$ cat config.mk
export PLATFORM = sky130hd
export DESIGN_NAME = product_accumulator_flat
export DESIGN_NICKNAME = d
export VERILOG_FILES = /design/src/rtl/product_accumulator_if.sv /design/src/rtl/product_accumulator.sv /design/src/flat_wrapper.sv
export SDC_FILE = /design/constraint.sdc
export NUM_CORES = 1
export LEC_CHECK = 0
export CAP_MARGIN = 20
export CORE_ASPECT_RATIO = 1.5
export CORE_UTILIZATION = 43
export CTS_CLUSTER_SIZE = 24
export DETAILED_ROUTE_END_ITERATION = 16
export PLACE_DENSITY = 0.75
export SETUP_SLACK_MARGIN = 0.05
export SYNTH_ARGS = -nofsm -noshare
export SYNTH_HDL_FRONTEND = slang
export SYNTH_SLANG_ARGS = --single-unit
$ cat constraint.sdc
create_clock -name i_clock -period 1.8 [get_ports i_clock]
set_input_delay 0.36 -clock i_clock [delete_from_list [all_inputs] [get_ports i_clock]]
set_output_delay 0.36 -clock i_clock [all_outputs]
set_load 0.05 [all_outputs]
$ cat src/rtl/product_accumulator_if.sv
// Handshake and data bundle between the multiplier/consumer side and the
// product accumulator. The accumulator connects through the slave modport;
// the driving side (multiplier, control logic and sum consumer) uses master.
interface product_accumulator_if #(
    parameter int BITS     = 4,
    parameter int ACC_BITS = 2*BITS+2,
    parameter int CNT_BITS = 3
);
    logic                  i_clear;
    logic                  i_product_valid;
    logic [2*BITS-1:0]     i_product;
    logic                  o_accept;
    logic [ACC_BITS-1:0]   o_sum;
    logic                  o_sum_valid;
    logic                  i_sum_ready;
    logic [CNT_BITS-1:0]   o_count;
    logic                  o_overflow;
    logic                  o_dropped;

    modport master (
        output i_clear, i_product_valid, i_product, i_sum_ready,
        input  o_accept, o_sum, o_sum_valid, o_count, o_overflow, o_dropped
    );

    modport slave (
        input  i_clear, i_product_valid, i_product, i_sum_ready,
        output o_accept, o_sum, o_sum_valid, o_count, o_overflow, o_dropped
    );
endinterface

$ cat src/rtl/product_accumulator.sv
// Sums a batch of TERMS unsigned products from the shift-add multiplier into a
// wide accumulator and offers the batch sum on a valid/ready handshake. While
// the sum waits for the consumer, o_accept is low so upstream withholds starts.
module product_accumulator #(
    parameter int BITS     = 4,
    parameter int TERMS    = 4,
    parameter int ACC_BITS = 2*BITS+2,
    parameter int CNT_BITS = $clog2(TERMS+1)
) (
    input  logic                  i_clock,
    input  logic                  i_reset,
    product_accumulator_if.slave  bus
);
    typedef enum logic {ACCUM, HOLD} state_t;

    localparam logic [CNT_BITS-1:0] CNT_ONE  = CNT_BITS'(1);
    localparam logic [CNT_BITS-1:0] CNT_LAST = CNT_BITS'(TERMS);

    state_t               state;
    logic [ACC_BITS-1:0]  acc;
    logic [CNT_BITS-1:0]  count;
    logic                 overflow;
    logic                 dropped;
    logic [ACC_BITS:0]    sum_ext;
    logic [ACC_BITS-1:0]  product_ext;

    // Zero-extended product and the one-bit-wider sum whose MSB is the carry-out.
    always_comb begin
        product_ext = ACC_BITS'(bus.i_product);
        sum_ext     = {1'b0, acc} + {1'b0, product_ext};
    end

    // Batch FSM: accumulate in ACCUM, present the sum in HOLD until consumed.
    // NOTE: every register here is assigned with <= so all state updates on the
    // edge see the same pre-edge values, regardless of statement order.
    always_ff @(posedge i_clock) begin
        if (i_reset || bus.i_clear) begin
            state    <= ACCUM;
            acc      <= '0;
            count    <= '0;
            overflow <= 1'b0;
            dropped  <= 1'b0;
        end else begin
            case (state)
                ACCUM: begin
                    if (bus.i_product_valid) begin
                        acc      <= sum_ext[ACC_BITS-1:0];
                        overflow <= overflow | sum_ext[ACC_BITS];
                        count    <= count + CNT_ONE;
                        if (count + CNT_ONE == CNT_LAST) begin
                            state <= HOLD;
                        end
                    end
                end
                HOLD: begin
                    if (bus.i_sum_ready) begin
                        overflow <= 1'b0;
                        dropped  <= 1'b0;
                        if (bus.i_product_valid) begin
                            // The product arriving with the handshake opens the next batch.
                            acc   <= product_ext;
                            count <= CNT_ONE;
                            state <= (TERMS == 1) ? HOLD : ACCUM;
                        end else begin
                            acc   <= '0;
                            count <= '0;
                            state <= ACCUM;
                        end
                    end else if (bus.i_product_valid) begin
                        dropped <= 1'b1;
                    end
                end
                default: state <= ACCUM;
            endcase
        end
    end

    // Outputs come straight from registers or a decode of the state.
    always_comb begin
        bus.o_sum       = acc;
        bus.o_count     = count;
        bus.o_overflow  = overflow;
        bus.o_dropped   = dropped;
        bus.o_sum_valid = (state == HOLD);
        bus.o_accept    = (state == ACCUM);
    end
endmodule

$ cat src/flat_wrapper.sv
// flat-port wrapper written by rule: the top's interface ports become plain ports
module product_accumulator_flat 
#(
    parameter int BITS     = 4,
    parameter int TERMS    = 4,
    parameter int ACC_BITS = 2*BITS+2,
    parameter int CNT_BITS = $clog2(TERMS+1)
)
  (i_clock, i_reset, bus_i_clear, bus_i_product_valid, bus_i_product, bus_i_sum_ready, bus_o_accept, bus_o_sum, bus_o_sum_valid, bus_o_count, bus_o_overflow, bus_o_dropped);
  product_accumulator_if #(.BITS(BITS), .ACC_BITS(ACC_BITS), .CNT_BITS(CNT_BITS)) bus_i ();
  input  logic i_clock;
  input  logic i_reset;
  input wire logic [$bits(bus_i.i_clear)-1:0] bus_i_clear;
  input wire logic [$bits(bus_i.i_product_valid)-1:0] bus_i_product_valid;
  input wire logic [$bits(bus_i.i_product)-1:0] bus_i_product;
  input wire logic [$bits(bus_i.i_sum_ready)-1:0] bus_i_sum_ready;
  output wire logic [$bits(bus_i.o_accept)-1:0] bus_o_accept;
  output wire logic [$bits(bus_i.o_sum)-1:0] bus_o_sum;
  output wire logic [$bits(bus_i.o_sum_valid)-1:0] bus_o_sum_valid;
  output wire logic [$bits(bus_i.o_count)-1:0] bus_o_count;
  output wire logic [$bits(bus_i.o_overflow)-1:0] bus_o_overflow;
  output wire logic [$bits(bus_i.o_dropped)-1:0] bus_o_dropped;
  assign bus_i.i_clear = bus_i_clear;
  assign bus_i.i_product_valid = bus_i_product_valid;
  assign bus_i.i_product = bus_i_product;
  assign bus_i.i_sum_ready = bus_i_sum_ready;
  assign bus_o_accept = bus_i.o_accept;
  assign bus_o_sum = bus_i.o_sum;
  assign bus_o_sum_valid = bus_i.o_sum_valid;
  assign bus_o_count = bus_i.o_count;
  assign bus_o_overflow = bus_i.o_overflow;
  assign bus_o_dropped = bus_i.o_dropped;
  product_accumulator #(.BITS(BITS), .TERMS(TERMS), .ACC_BITS(ACC_BITS), .CNT_BITS(CNT_BITS)) u_core (.i_clock(i_clock), .i_reset(i_reset), .bus(bus_i));
endmodule
==> out/results.ini, run 1 <==
[run_status]
outcome=finished, violations left
failed_checks=DRC, setup timing

[cts]
path_clk_slew_ps=100
cts_tree=yes
clock-sinks=16
clockRootBuffer=clkbuf_4
clockBufferDepth=2
cts_hold_buf=0
clk_latency_ps=290
cts.htree.levels=1
numCtsBuffers=3

[grt]
antenna_found_initial=0
grt_start_max_net_pins=11
grt_pass1_wl_mm=5.12
grt_pass1_vias=1232
grt_overflow=0
grt_usage_pct=24.1

[worst_setup_path]
r2r_end=u_core.bus.o_overflow$_SDFFE_PP0P_
crit_arrival_ps=2030
critical_path_required_ps=1980
crit_fanout=2
endpoint_kind=flip-flop
start_kind=flip-flop
worstSetupPathType=flip-flop to flip-flop
reg2reg_slack_ps=-50
r2r_cells=6
rr_startpoint=u_core.bus.o_sum[0]$_SDFFE_PP0P_

[drt]
antenna_left=0
routed_wl_mm=3.17
firstDrtPassIters=11
drc=2
num_vias=1199
drt_iter0_drc=32
avgViaCountPerCell=5.82
post_drt_wl_per_cell_um=15.4

[layout]
multi_input_area_sq_um=848
layout.cells.most_common=buf_4
syn_to_final_growth_pct=54.2
nNetsFinal=207
n_antenna_cell=0
seq_area_sq_um=342
fill_cells=214
design_area_sq_mm=0.00171
final_cell_count_no_fill=206
layout.cells.most_common_list=40 x buf_4, 17 x nand2_1, 10 x a21oi_1
drive_above_1_share_pct=37.4

[synthesis]
synth_cell_type_count=38
synth.avg_cell_area_sq_um=8.38
ys.flop_type=dfxtp_1
ys_seq_area_share_pct=29.0
synth_seq_cells=16
synth.area.top_cells=dfxtp_1 29%, ha_1 11%, nand2_1 5.8%, a21oi_1 5.0%, a211oi_1 4.1%
synth-edff-count=0
synth_area_sq_mm=0.00111
synth_top_cell_by_area=dfxtp_1
synth_nets=156
syn_inst=132
synthArstFlopShare_pct=0
ys_warn_count=0
synth_top_area_share_pct=29.0

[die]
rows=22
die_x_um=43.4
die_y_um=64.1
start_util_pct=45.1
coreArea_sq_mm=0.00245
io_pins=30
die_area_sq_mm=0.00278

[timing]
post-route-period-util_pct=103
finalWorstSetupSlack_ps=-49.5
fin_skew_ps=1.72
setup_viol=1
rsz0062_at_grt=yes
fin_crit_ps=1850
max-slew-margin-rel_pct=74.6
finalMaxSlewViolations=0
max_freq_mhz=541
hold_slack_ps=501
worstMarginPinSlew_ps=380
finalHoldViolCount=0

[min_path]
hold_path_startpoint=u_core.bus.o_count[0]$_SDFFE_PP0P_
hold-path-cell-count=2
min_to=u_core.bus.o_count[0]$_SDFFE_PP0P_
hold_class=flip-flop to flip-flop

[placement]
io_buffers=29
dpl_cell_area_sq_mm=0.00159
place_inst=201
place_hpwl_mm=2.45
place_congestion=0.851

[pwr]
vdd_drop_max_mv=0.384
fin_total_pwr_w=0.000915
leakage_nw=0.760
p_per_area_mw_per_mm2=536

[job]
drv_cap=0

-- routing by layer --
layer | track usage, % | vias to the layer above | share of wire (%)
li1 | - | 587 | -
met1 | 27.5 | 570 | 40
met2 | 44.3 | 42 | 55
met3 | 3.67 | 0 | 5.2
met4 | 7.03 | 0 | 0
met5 | 0 | - | 0
-- worst max-delay path by stage --
stage | start | to | slack, ps | cells after the start
after floorplan | u_core.bus.o_sum[0]$_SDFFE_PP0P_ | u_core.bus.o_overflow$_SDFFE_PP0P_ | -70 | 6
after global placement | bus_i_product[0] | u_core.bus.o_overflow$_SDFFE_PP0P_ | -530 | 7
after detailed placement | bus_i_product[0] | u_core.bus.o_overflow$_SDFFE_PP0P_ | -570 | 7
after CTS | u_core.bus.o_sum[0]$_SDFFE_PP0P_ | u_core.bus.o_overflow$_SDFFE_PP0P_ | -40 | 6
after global routing | u_core.bus.o_sum[0]$_SDFFE_PP0P_ | u_core.bus.o_overflow$_SDFFE_PP0P_ | -150 | 6
final | u_core.bus.o_sum[0]$_SDFFE_PP0P_ | u_core.bus.o_overflow$_SDFFE_PP0P_ | -50 | 6
-- repair_timing --
item / 4_1_cts / 5_1_grt
buffers inserted: 1 / 0
gates resized for setup: 11 / 4
endpoints found under the setup margin: 7 / 7
pin swaps: 6 / 6
-- synthesized netlist by cell type (all sizes together), types with 3 or more instances --
| cell type | n |
|---|---|
| inv | 4 |
| buf | 3 |
| o21ai | 5 |
| nand2 | 17 |
| a22oi | 5 |
| nor2 | 8 |
| and3 | 3 |
| a21o | 5 |
| clkbuf | 4 |
| nand3 | 3 |
| xor2 | 3 |
| a21oi | 11 |
| and2 | 3 |
| dfxtp | 16 |
| ha | 10 |
| a211oi | 7 |
-- state kept, by name, summed over array words and instances, names as in the netlist --
name,cells
u_core.bus.o_sum,10
u_core.bus.o_sum_valid,1
u_core.bus.o_dropped,1
u_core.bus.o_overflow,1
u_core.bus.o_count,3
-- where the power goes --
group	switching [W]	internal [W]	total [W]
registers	0.0000123	0.000362	0.000374
clock network	0.000124	0.000123	0.000247
logic	0.000155	0.000138	0.000294
total	0.000292	0.000623	0.000915
-- critical path, cell delays in order (launching register included) --
cell,delay [ps]
dfxtp_4,360
ha_4,160
fa_2,360
a21o_1,190
a221oi_2,280
nor3_1,100
o311a_1,290
-- final cells by class --
cell class | count | share of cell area (%)
Multi-Input combinational cell | 105 | 49.7
Timing Repair Buffer | 53 | 25.5
Sequential cell | 16 | 20.0
Clock buffer | 4 | 2.13
Tap cell | 24 | 1.76
Inverter | 4 | 0.880
-- through the flow --
stage                     setup TNS (ps)  worst slack, ps  util [%]
after floorplan                    -71.3            -71.3         -
after global placement             -3140             -531      65.1
after detailed placement           -3570             -574      65.1
after CTS                          -37.3            -37.3      68.4
after global routing                -248             -147      69.6
final                              -49.5            -49.5      69.6
-- kinds of logic after synthesis --
family                   after synthesis  share of synthesized area, %
AO/OA/AOI/OAI                         48                          31.9
AND/OR/NAND/NOR                       40                          16.5
flip-flops                            16                          29.0
buffers and inverters                 11                          4.64
adder cells (fa/ha/maj)               11                          13.1
XOR/XNOR                               5                          3.96
multiplexers                           1                         0.905
No activity file was read; power rests on OpenSTA's default activity.
==> inputs of run 2 (changes only) <==
--- a/config.mk
+++ b/config.mk
@@ -7,10 +7,10 @@
 export LEC_CHECK = 0
 export CAP_MARGIN = 20
 export CORE_ASPECT_RATIO = 1.5
-export CORE_UTILIZATION = 43
+export CORE_UTILIZATION = 47
 export CTS_CLUSTER_SIZE = 24
 export DETAILED_ROUTE_END_ITERATION = 16
-export PLACE_DENSITY = 0.75
+export PLACE_DENSITY = 0.78
 export SETUP_SLACK_MARGIN = 0.05
 export SYNTH_ARGS = -nofsm -noshare
 export SYNTH_HDL_FRONTEND = slang
==> constraint.sdc (replaced) <==
create_clock -name i_clock -period 1.78 [get_ports i_clock]
set_input_delay 0.356 -clock i_clock [delete_from_list [all_inputs] [get_ports i_clock]]
set_output_delay 0.356 -clock i_clock [all_outputs]
set_load 0.05 [all_outputs]
==> run 2 against run 1 <==
Die area decreased by 8.2%. Critical endpoint unchanged. Register-to-register slack barely moved. Design area is 1.9% higher. Via count increased by 1.8%. Critical path depth is the same. Critical path type unchanged. Non-clock buffer count up 2. Sequential cell count stayed put. Total power fell by 1.2%. Hold slack lost 8.8 ps. The run ends with setup timing left.
==> out/results.ini, run 2 (synthesis gave the netlist of run 1 again) <==
[run_status]
outcome=finished, violations left
failed_checks=setup timing

[die]
start_util_pct=49.5
die_y_um=61.4
die_area_sq_mm=0.00256
die_x_um=41.6
coreArea_sq_mm=0.00223
io_pins=30
rows=21

[pwr]
intPower_w=0.000596
clock_power_share_pct=23.3
switching_share_pct=34.0
p_sw_w=0.000307
vdd_drop_max_mv=0.507
pwr-share-seq_pct=41.9
p_per_area_mw_per_mm2=520
p_comb_share_pct=34.8
leakage_nw=0.775

[worst_setup_path]
slowest_stage=dfxtp_4
start_kind=flip-flop
critical_path_required_ps=1970
crit_fanout=2
endpoint_kind=flip-flop
path_buf_inv=0
critPathTopFamily=compound AO/OA/AOI/OAI gates
path_cells=ha_4 > fa_2 > a21o_1 > a221oi_2 > nor3_1 > o311a_1
worstSetupPathType=flip-flop to flip-flop
crit_arrival_ps=2020
cp_slowest_stage_delay_ps=370

[layout]
drive_above_1_share_pct=38.0
n_antenna_cell=0
fill_cells=153
layout.cells.most_common_list=42 x buf_4, 17 x nand2_1, 10 x a21oi_1
syn_to_final_growth_pct=57.1
layout.cells.most_common=buf_4
nNetsFinal=209
largest_reg_flops=10
post-route-util_pct=77.8

[timing]
finalHoldViolCount=0
finalWorstSetupSlack_ps=-51.4
fin_skew_ps=5.94
max-slew-margin-rel_pct=79.7
setup_viol=3
hold_slack_ps=492
max_freq_mhz=546
post-route-period-util_pct=103
fin_crit_ps=1830
worstMarginPinSlew_ps=304
finalMaxSlewViolations=0
rsz0062_at_grt=yes

[cts]
clock-sinks=16
cts.htree.levels=1
clockRootBuffer=clkbuf_4
clockBufferDepth=2
cts_tree=yes
clk_latency_ps=290
path_clk_slew_ps=110
cts_hold_buf=0
numCtsBuffers=3

[drt]
post_drt_wl_per_cell_um=17.1
firstDrtPassIters=6
num_vias=1221
avgViaCountPerCell=5.90
antenna_left=0
routed_wl_mm=3.53
drt_iter0_drc=55
drc=0

[job]
drv_cap=0

[placement]
place_hpwl_mm=2.60
io_buffers=29
place_congestion=0.908

[grt]
antenna_found_initial=0
grt_overflow=0
grt_pass1_vias=1174
grt_usage_pct=28.1
grt_start_max_net_pins=12
grt_pass1_wl_mm=5.39

[min_path]
hold_class=flip-flop to flip-flop

-- run 2: cell count changes in the layout (fill, tap and decap cells not counted), sizes merged --
cell           before  now
buf                41   43
clkbuf              4    3
clkdlybuf4s50       7    6
clkinv              0    1
dlymetal6s2s        0    1
-- run 2: area by class of cell --
| type | count | area, sq um | share of cell area, % |
|---|---|---|---|
| sequential | 16 | 342 | 19.7 |
| timing repair buffer | 55 | 452 | 26.0 |
| tap | 23 | 28.8 | 1.66 |
| inverter | 4 | 15.0 | 0.864 |
| multi-input combinational | 105 | 875 | 50.3 |
| clock inverter | 1 | 3.75 | 0.216 |
| clock buffer | 3 | 22.5 | 1.30 |
-- run 2: final timing paths --
kind	from	endpoint	slack (ps)	depth (start not counted)
setup / recovery	u_core.bus.o_sum[0]$_SDFFE_PP0P_	u_core.bus.o_overflow$_SDFFE_PP0P_	-50	6
hold / removal	u_core.bus.o_dropped$_SDFFE_PP0P_	u_core.bus.o_dropped$_SDFFE_PP0P_	490	2
setup reg to reg	u_core.bus.o_sum[0]$_SDFFE_PP0P_	u_core.bus.o_overflow$_SDFFE_PP0P_	-50	6
hold reg to reg	u_core.bus.o_dropped$_SDFFE_PP0P_	u_core.bus.o_dropped$_SDFFE_PP0P_	490	2
-- run 2: worst min-delay path: stages (launching register included) --
cell and delay, ps:
dfxtp_1 340, a21oi_1 40, nor2_1 80
-- run 2: what timing repair did --
item                                    in CTS  in global routing
cloned                                       0                  0
endpoints found under the setup margin       7                  6
setup buffers                                1                  1
resized for setup                           13                  5
pin swaps                                    7                  3
-- run 2: routing by layer --
metal	part of all wire, %	track usage (%)
met1	41	33.0
met4	1.1	11.1
met3	3.1	3.23
met2	55	52.5
met5	0	0
-- run 2: power groups by stage --
| stage | sequential [W] | clock [W] | combinational, W |
|---|---|---|---|
| after floorplan | 0.000422 | 0 | 0.000125 |
| after global placement | 0.000384 | 0 | 0.000272 |
| after detailed placement | 0.000385 | 0 | 0.000281 |
| after CTS | 0.000378 | 0.000218 | 0.000302 |
| after global routing | 0.000380 | 0.000232 | 0.000337 |
| final | 0.000379 | 0.000210 | 0.000315 |
-- run 2: stage by stage --
stage,power (W),instances,instance area (sq um),setup slack (ps),TNS (ps)
after global placement,0.000656,201,1600,-556,-3370
final,0.000904,207,1740,-51.4,-112
after detailed placement,0.000666,201,1600,-611,-3840
after CTS,0.000898,206,1700,-50.9,-85.5
after floorplan,0.000547,132,1170,-91.3,-91.3
after global routing,0.000949,207,1740,-171,-405
==> inputs of run 3 (changes only) <==
--- a/config.mk
+++ b/config.mk
@@ -5,12 +5,14 @@
 export SDC_FILE = /design/constraint.sdc
 export NUM_CORES = 1
 export LEC_CHECK = 0
+export ABC_AREA = 1
 export CAP_MARGIN = 20
 export CORE_ASPECT_RATIO = 1.5
-export CORE_UTILIZATION = 47
+export CORE_MARGIN = 5
+export CORE_UTILIZATION = 48
 export CTS_CLUSTER_SIZE = 24
 export DETAILED_ROUTE_END_ITERATION = 16
-export PLACE_DENSITY = 0.78
+export PLACE_DENSITY = 0.79
 export SETUP_SLACK_MARGIN = 0.05
 export SYNTH_ARGS = -nofsm -noshare
 export SYNTH_HDL_FRONTEND = slang
==> run 3 against run 2 <==
The run now ends clean. Sequential cell count is the same. Design area shrank 8.4%. Critical path depth grew 6. Largest cell class unchanged.
==> out/results.ini, run 3 <==
[cts]
postCtsSetupRepairBufs=0
clockBufferDepth=2
cts_tree=yes
cts.htree.levels=1
clock-sinks=16
clk_latency_ps=300
numCtsBuffers=3
clockRootBuffer=clkbuf_4
path_clk_slew_ps=100

[die]
rows=21
die_area_sq_mm=0.00347
start_util_pct=50.4
die_x_um=49.8
coreArea_sq_mm=0.00226
die_y_um=69.7
io_pins=30

[timing]
finalWorstSetupSlack_ps=180
fin_skew_ps=6.61
post-route-period-util_pct=89.9
fin_crit_ps=1600
setup_viol=0
max_freq_mhz=625
finalHoldViolCount=0
rsz0062_at_grt=yes
max-slew-margin-rel_pct=74.5
finalMaxSlewViolations=0
hold_slack_ps=396
worstMarginPinSlew_ps=381

[worst_setup_path]
r2r_cells=9
crit_arrival_ps=1800
crit_fanout=5
critical_path_required_ps=1980
worstSetupPathType=primary input to flip-flop
critPathLaunch=bus_i_product[4]
start_kind=primary input
rr_startpoint=u_core.bus.o_sum[0]$_SDFFE_PP0P_
r2r_end=u_core.bus.o_sum[8]$_SDFFE_PP0P_
reg2reg_slack_ps=230
endpoint_kind=flip-flop

[synthesis]
synth_common_cells=43 x nand2_1, 27 x nand3_1, 21 x inv_1
synth_most_common_cell=nand2_1
synth_area_sq_mm=0.00114
synthArstFlopShare_pct=0
ys_seq_area_share_pct=28.1
ys.flop_type=dfxtp_1
synth_top_area_share_pct=28.1
syn_inst=176
synth_seq_cells=16
synth_top_cell_by_area=dfxtp_1
synth_nets=200
synth_cell_type_count=21
synth.avg_cell_area_sq_um=6.48
synth.area.top_cells=dfxtp_1 28%, nand2_1 14%, nand3_1 12%, ha_1 11%, inv_1 6.9%
synth-edff-count=0
ys_warn_count=0

[drt]
avgViaCountPerCell=5.51
drt_iter0_drc=59
post_drt_wl_per_cell_um=13.1
routed_wl_mm=3.10
antenna_left=0
firstDrtPassIters=5
drc=0
num_vias=1307

[pwr]
intPower_w=0.000563
p_per_area_mw_per_mm2=532
switching_share_pct=33.5
pwr-share-seq_pct=45.1
vdd_drop_max_mv=0.489
p_comb_share_pct=31.1
clock_power_share_pct=23.8
leakage_nw=0.784
p_sw_w=0.000284

[min_path]
hold_class=primary input to flip-flop
min_to=u_core.bus.o_sum[0]$_SDFFE_PP0P_
hold-path-cell-count=3
hold_path_startpoint=bus_i_product[0]

[grt]
grt_pass1_wl_mm=5.24
met1_usage_pct=21.6
top_usage_layer=met2
antenna_found_initial=0
grt_start_max_net_pins=24
grt_usage_pct=18.3
grtUsageMet2_pct=30.9
grt_pass1_vias=1258
grt_overflow=0
use_met3_pct=3.44

[job]
drv_cap=0

[run_status]
outcome=finished clean

[placement]
place_congestion=0.847
place_hpwl_mm=2.37
place_ws_ps=-336
io_buffers=29

[layout]
layout.cells.most_common_list=43 x nand2_1, 27 x buf_4, 26 x nand3_1
layout.cells.most_common=nand2_1
drive_above_1_share_pct=22.0
largest_reg_flops=10
syn_to_final_growth_pct=39.6
n_antenna_cell=0
nNetsFinal=240

## run 3: worst max-delay path by stage
stage | to | slack (ps)
3_3_place_gp | u_core.bus.o_sum[8]$_SDFFE_PP0P_ | -280
4_1_cts | u_core.bus.o_sum[8]$_SDFFE_PP0P_ | 80
3_5_place_dp | u_core.bus.o_sum[8]$_SDFFE_PP0P_ | -340
6_report | u_core.bus.o_sum[9]$_SDFFE_PP0P_ | 180
5_1_grt | u_core.bus.o_sum[9]$_SDFFE_PP0P_ | 9
2_1_floorplan | u_core.bus.o_sum[8]$_SDFFE_PP0P_ | 90
## run 3: worst max-delay path: stages
cell and delay (ps):
clkdlybuf4s50_1 530, ha_4 240, nand2_1 100, inv_1 60, nand2_1 60, nand2_1 60
nand2_1 80, nand3_2 90, nand2_1 70, nand2_1 50, nand2_1 50, nor2_1 40
## run 3: cells by family after synthesis
group / count (synthesis) / synth area share (%)
buffers and inverters: 27 / 9.99
DFF: 16 / 28.1
adders and majority gates: 11 / 12.7
AOI/OAI and AO/OA: 32 / 14.8
and+or+nand+nor: 90 / 34.4
## run 3: through the flow
step           instances  setup TNS (ps)  util (%)  power [W]  cell area [sq um]
2_1_floorplan        176               0         -   0.000540               1140
3_3_place_gp         234           -1680      65.6   0.000623               1480
3_5_place_dp         234           -2130      65.6   0.000629               1480
4_1_cts              237               0      66.8   0.000825               1510
5_1_grt              237               0      70.4   0.000886               1590
6_report             237               0      70.4   0.000846               1590
## run 3: repair_timing
item                       in CTS  in global routing
hold buffers                    0                  0
hold endpoints to repair        0                  0
gates resized for setup         2                 12
pin swaps                       0                  2
setup endpoints to repair       3                  7
## run 3: layer usage
| metal | up-vias | wire, um |
|---|---|---|
| met5 | - | 0 |
| met4 | 0 | 85 |
| met3 | 9 | 186 |
| met2 | 51 | 1560 |
| met1 | 587 | 1270 |
| li1 | 660 | - |
## run 3: power groups by stage
stage	registers (W)	logic, W	clock network, W
global placement	0.000387	0.000236	0
finish	0.000382	0.000263	0.000201
global route	0.000383	0.000290	0.000213
detailed placement	0.000387	0.000242	0
floorplan	0.000422	0.000118	0
CTS	0.000379	0.000244	0.000202
## run 3: final cells by class
type | instances | area, sq um
sequential | 16 | 323
fill | 193 | 668
clock buffer | 3 | 22.5
timing repair buffer | 40 | 350
tap | 23 | 28.8
inverter | 22 | 82.6
multi-input combinational | 133 | 785
